[src/rtl/arith_pkg.sv]
// Shared arithmetic definitions: nibble width, sequencer states, nibble-count helper.
package arith_pkg;

  localparam int NIBBLE_W = 4;

  typedef enum logic [1:0] {IDLE, RUN, DONE} state_t;

  function automatic int nibbles(input int width);
    return width / NIBBLE_W;
  endfunction

endpackage

[src/rtl/sub_bla4b.sv]
// 4-bit borrow-lookahead subtract slice: {bo, d} = x - y - bi.
// Purely combinational, no internal borrow ripple.
module sub_bla4b (
  input  logic [3:0] x,
  input  logic [3:0] y,
  input  logic       bi,
  output logic [3:0] d,
  output logic       bo
);

  logic [3:0] g;
  logic [3:0] p;
  logic [3:0] br;

  // g: this bit borrows on its own; p: an incoming borrow passes through this bit
  assign g = ~x & y;
  assign p = ~(x ^ y);

  assign br[0] = bi;
  assign br[1] = g[0] | (p[0] & bi);
  assign br[2] = g[1] | (p[1] & g[0]) | (p[1] & p[0] & bi);
  assign br[3] = g[2] | (p[2] & g[1]) | (p[2] & p[1] & g[0]) | (p[2] & p[1] & p[0] & bi);
  assign bo    = g[3] | (p[3] & g[2]) | (p[3] & p[2] & g[1]) | (p[3] & p[2] & p[1] & g[0])
               | (p[3] & p[2] & p[1] & p[0] & bi);

  assign d = x ^ y ^ br;

endmodule

[src/rtl/subtractor_seq16b.sv]
// Sequential a - b - bin, one nibble per clock, LS nibble first.
// Latency N+1 cycles start->done; start is ignored while busy or in the done cycle.
module subtractor_seq16b
  import arith_pkg::*;
#(
  parameter int WIDTH = 16
) (
  input  logic             clk,
  input  logic             rst,
  input  logic             start,
  input  logic [WIDTH-1:0] a,
  input  logic [WIDTH-1:0] b,
  input  logic             bin,
  output logic             busy,
  output logic             done,
  output logic [WIDTH-1:0] diff,
  output logic             bout,
  output logic             zero,
  output logic             neg
);

  localparam int N  = nibbles(WIDTH);
  localparam int CW = (N > 1) ? $clog2(N) : 1;

  state_t           state_q;
  state_t           state_d;
  logic [CW-1:0]    cnt_q;
  logic [WIDTH-1:0] a_q;
  logic [WIDTH-1:0] b_q;
  logic             brw_q;
  logic [WIDTH-1:0] diff_q;
  logic             bout_q;
  logic             zero_q;
  logic             neg_q;

  logic [NIBBLE_W-1:0] x_nib;
  logic [NIBBLE_W-1:0] y_nib;
  logic [NIBBLE_W-1:0] d_nib;
  logic                bo;
  logic [WIDTH-1:0]    diff_nxt;
  logic                last;

  assign x_nib = a_q[int'(cnt_q)*NIBBLE_W +: NIBBLE_W];
  assign y_nib = b_q[int'(cnt_q)*NIBBLE_W +: NIBBLE_W];
  assign last  = (cnt_q == CW'(N-1));

  sub_bla4b u_slice (
    .x  (x_nib),
    .y  (y_nib),
    .bi (brw_q),
    .d  (d_nib),
    .bo (bo)
  );

  always_comb begin
    diff_nxt = diff_q;
    diff_nxt[int'(cnt_q)*NIBBLE_W +: NIBBLE_W] = d_nib;
  end

  always_ff @(posedge clk or posedge rst) begin
    if (rst) state_q <= IDLE;
    else     state_q <= state_d;
  end

  always_comb begin
    state_d = state_q;
    busy    = 1'b0;
    done    = 1'b0;
    case (state_q)
      IDLE: if (start) state_d = RUN;
      RUN: begin
        busy = 1'b1;
        if (last) state_d = DONE;
      end
      DONE: begin
        done    = 1'b1;
        state_d = IDLE;
      end
      default: state_d = IDLE;
    endcase
  end

  always_ff @(posedge clk or posedge rst) begin
    if (rst) begin
      cnt_q  <= '0;
      a_q    <= '0;
      b_q    <= '0;
      brw_q  <= 1'b0;
      diff_q <= '0;
      bout_q <= 1'b0;
      zero_q <= 1'b0;
      neg_q  <= 1'b0;
    end else begin
      case (state_q)
        IDLE: if (start) begin
          a_q    <= a;
          b_q    <= b;
          brw_q  <= bin;
          cnt_q  <= '0;
          diff_q <= '0;
          bout_q <= 1'b0;
          zero_q <= 1'b0;
          neg_q  <= 1'b0;
        end
        RUN: begin
          diff_q <= diff_nxt;
          brw_q  <= bo;
          if (last) begin
            // flags are set on the final nibble so they are valid in the DONE cycle
            bout_q <= bo;
            zero_q <= (diff_nxt == '0);
            neg_q  <= diff_nxt[WIDTH-1];
          end else begin
            cnt_q <= cnt_q + CW'(1);
          end
        end
        default: ;
      endcase
    end
  end

  assign diff = diff_q;
  assign bout = bout_q;
  assign zero = zero_q;
  assign neg  = neg_q;

endmodule
[config.mk]
export PLATFORM = sky130hd
export DESIGN_NAME = subtractor_seq16b
export DESIGN_NICKNAME = d
export VERILOG_FILES = /design/src/rtl/arith_pkg.sv /design/src/rtl/sub_bla4b.sv /design/src/rtl/subtractor_seq16b.sv
export SDC_FILE = /design/constraint.sdc
export NUM_CORES = 1
export LEC_CHECK = 0
export ABC_AREA = 1
export CAP_MARGIN = 5
export CORE_MARGIN = 2
export CORE_UTILIZATION = 56
export CTS_CLUSTER_DIAMETER = 50
export DETAILED_ROUTE_END_ITERATION = 6
export PLACE_DENSITY_LB_ADDON = 0.15
export SYNTH_ARGS = -nofsm -noshare
export SYNTH_HDL_FRONTEND = slang
export SYNTH_SLANG_ARGS = --single-unit
[constraint.sdc]
create_clock -name clk -period 5.1 [get_ports clk]
set_input_delay 1.02 -clock clk [delete_from_list [all_inputs] [get_ports clk]]
set_output_delay 1.02 -clock clk [all_outputs]
set_load 0.05 [all_outputs]
==> key figures <==
Die
  • Chip Width: 76.5 um
  • Initial Utilization: 0.577
  • Die ar.: 5860 sq um
  • # IOs: 57
  • Die H: roughly 77 um
  • Core Footprint: roughly 5100 sq um
  • Core Rows: 26

Power and ir drop
  • Pint: 1.36 mW
  • Share of total power in combinational logic: 0.597
  • Pwr Density: between 700 and 800 nW/um^2
  • LEAKAGE: 1.87 nW
  • Switching Share: 0.498
  • Sw power: 1.35 mW
  • Power share of the sequential group: 0.280
  • Worst vdd ir: 0.315 mV
  • Clock power share: 0.123

Timing
  • Final Hold Viols: 0
  • Rel. slew slack: 0.486
  • Unrepaired setup endpoints after global routing: no
  • Max Freq: 288 MHz
  • Final period util: 0.680
  • Slew Limit Fails: 0
  • Slew at the pin closest to its max-slew limit: 0.769 ns
  • Setup Total Neg Slack: 0 ns
  • Tmin final: 3.47 ns
  • Final setup viols: 0
  • Clk_skew: around 0.0074 ns

Clock tree
  • Setup Buffers After CTS: 0
  • Clk pin slew, worst setup/hold paths: 0.10 ns
  • CTS tree: done
  • Clock latency on the worst-skew pair: slightly above 0.3 ns
  • CTS-repair resized insts: 0
  • Hold buffers post-CTS: 0
  • H-tree Lvls: 2
  • Clock Sinks: 56
  • Total CTS buffers: 5
  • Root buf cell: clkbuf_8
  • Deepest clock path buffer count: 2

Synth
  • #FFs+latches synth: 56
  • Fraction of registers with async set/reset: 1.00
  • Mapped Nets: 440
  • Seq/Total Area, Yosys: 0.476
  • Post-synth cell types: 25
  • Cell Area, Synth: approximately 2900 sq um
  • Syn Area/Cell: 7.50 sq um
  • Synth Warn #: 0
  • Ys flop type: dfrtp_1
  • EDFF count, synth: 0
  • Post-Syn Instances: between 300 and 400

Placed design
  • Cell Area, Placed: around 3500 sq um
  • DP Cell Count: 507
  • PortBufs: 56
  • Final GP Congestion: 0.897
  • HPWL after DPL: 4.98 mm

Routing
  • Post-DRT Antenna Nets: 0
  • DRC errors left: 0
  • Via density: roughly 5.2
  • Wire per inst: 13.4 um
  • Vias: 2668
  • DRT iter0 DRCs: 179
  • Routed WL: 6.87 mm
  • First-pass DRT Iterations: 4

Global route
  • Initial antenna violation count: 0
  • Total Routing Usage GR: 0.254
  • Vias in the first global route: 2662
  • Largest net degree at the start of global routing: 57
  • Global-route wire length before repair: around 12 mm
  • GRT overflow: 0

Critical path
  • Critical path launch point: state_q[1]
  • Max FO, Critical Path: 24
  • Flop2flop setup slack: approximately 2.2 ns
  • Required time worst endpoint: 4.08 ns
  • Reg2reg path depth: 14
  • Reg2reg start: cnt_q[1]
  • R2r endpoint: zero
  • Crit end category: output pin
  • Arr. time, crit path: 2.45 ns
  • CP Launch Type: register
  • Kind of critical path: reg2out
  • Crit path capture: busy

Finish
  • Final non-filler cell total: 514
  • Layout area overhead: 24.8%
  • Nets@finish: approximately 500
  • Filler Cell Count: 422
  • Final Instance Area: 3680 sq um
  • Layout cells sized above 1: 0.0541
  • # diodes: 0

Run status
  • Outcome: finished, final reports clean

Hold path
  • Hold Path Class: reg2reg

Flow run
  • Number of max-cap violations: 0
==> final cells by class <==
cell class / instances / area (sq um) / area share
Multi-Input combinational cell: 290 / 1360 / 0.369
Timing Repair Buffer: 59 / 583 / 0.159
Sequential cell: 56 / 1400 / 0.381
Clock inverter: 2 / 60.1 / 0.0163
Tap cell: 70 / 87.6 / 0.0238
Inverter: 32 / 120 / 0.0327
Clock buffer: 5 / 68.8 / 0.0187
==> cell families (layout without fill, tap and decap cells) <==
| family | count (synthesis) | in the layout | share of synthesized area |
|---|---|---|---|
| AO/OA/AOI/OAI | 42 | 42 | 0.0849 |
| adder cells (fa/ha/maj) | 11 | 11 | 0.0493 |
| flip-flops | 56 | 56 | 0.476 |
| multiplexers | 1 | 1 | 0.00382 |
| buffers and inverters | 47 | 98 | 0.0641 |
| AND/OR/NAND/NOR | 236 | 236 | 0.322 |
==> power by group through the flow <==
| stage | clock [mW] | sequential, mW | combinational [mW] |
|---|---|---|---|
| 2_1_floorplan | 0 | 0.919 | 1.02 |
| 3_3_place_gp | 0 | 0.758 | 1.56 |
| 3_5_place_dp | 0 | 0.761 | 1.61 |
| 4_1_cts | 0.338 | 0.757 | 1.62 |
| 5_1_grt | 0.357 | 0.782 | 1.79 |
| 6_report | 0.333 | 0.758 | 1.62 |
==> worst min-delay path by stage <==
stage | start | endpoint | slack, ns | cells past startpoint
global route | b_q[3] | b_q[3] | 0.51 | 2
global placement | b_q[9] | b_q[9] | 0.45 | 2
finish | b_q[7] | b_q[7] | 0.48 | 2
CTS | b_q[7] | b_q[7] | 0.48 | 2
floorplan | b_q[10] | b_q[10] | 0.44 | 2
detailed placement | b_q[7] | b_q[7] | 0.45 | 2
==> critical path, stage by stage, from the launching register on <==
cell,delay [ns]
dfrtp_1,0.37
inv_1,0.08
nand2_1,0.45
inv_2,0.38
clkdlybuf4s50_1,0.85
==> sequential cells by signal, summed over array words and instances, names as in the netlist <==
register  flops
a_q          16
state_q       2
zero          1
cnt_q         2
diff         16
neg           1
brw_q         1
bout          1
b_q          16
==> Yosys cell counts, types with 7 or more instances <==
cell      count  share of area
nand2_1     177           0.23
dfrtp_1      56           0.48
inv_1        28          0.036
nor2_1       26          0.033
nand3_1      18          0.031
o21ai_0      16          0.027
clkbuf_1     10          0.013
ha_1         10          0.042
a21oi_1       9          0.015
o22ai_1       9          0.019
nand4_1       7          0.015
==> metrics by stage <==
stage / utilization / setup slack, ns / total power [mW] / hold WS, ns
after floorplan: - / 2.65 / 1.94 / 0.437
after global placement: 0.695 / 2.06 / 2.31 / 0.450
after detailed placement: 0.695 / 2.01 / 2.37 / 0.455
after CTS: 0.720 / 1.66 / 2.71 / 0.479
after global routing: 0.720 / 1.53 / 2.93 / 0.505
final: 0.720 / 1.63 / 2.71 / 0.480
==> placed cells by master (no fill, tap or decap), drive strengths merged <==
cell type / synthesis / routed
nand3: 19 / 19
nor2: 28 / 28
clkinv: 1 / 1
o22ai: 9 / 9
a31oi: 1 / 1
a21oi: 9 / 9
bufinv: 0 / 2
ha: 10 / 10
fa: 1 / 1
nand2: 181 / 181
o21ai: 17 / 17
dfrtp: 56 / 56
inv: 31 / 31
a31o: 2 / 2
clkdlybuf4s50: 0 / 56
buf: 5 / 3
nand4: 7 / 7
a32o: 4 / 4
clkbuf: 10 / 5
mux2: 1 / 1
or2: 1 / 1
==> routing by layer <==
layer  track usage  routed length (um)  vias to the layer above
met5             0                   0                        -
met4        0.0673                  78                        0
met3        0.0438                 314                        9
met2         0.438                3370                       57
met1         0.332                3110                     1258
li1              -                   -                     1344
Power figures use the tool's default switching activity.
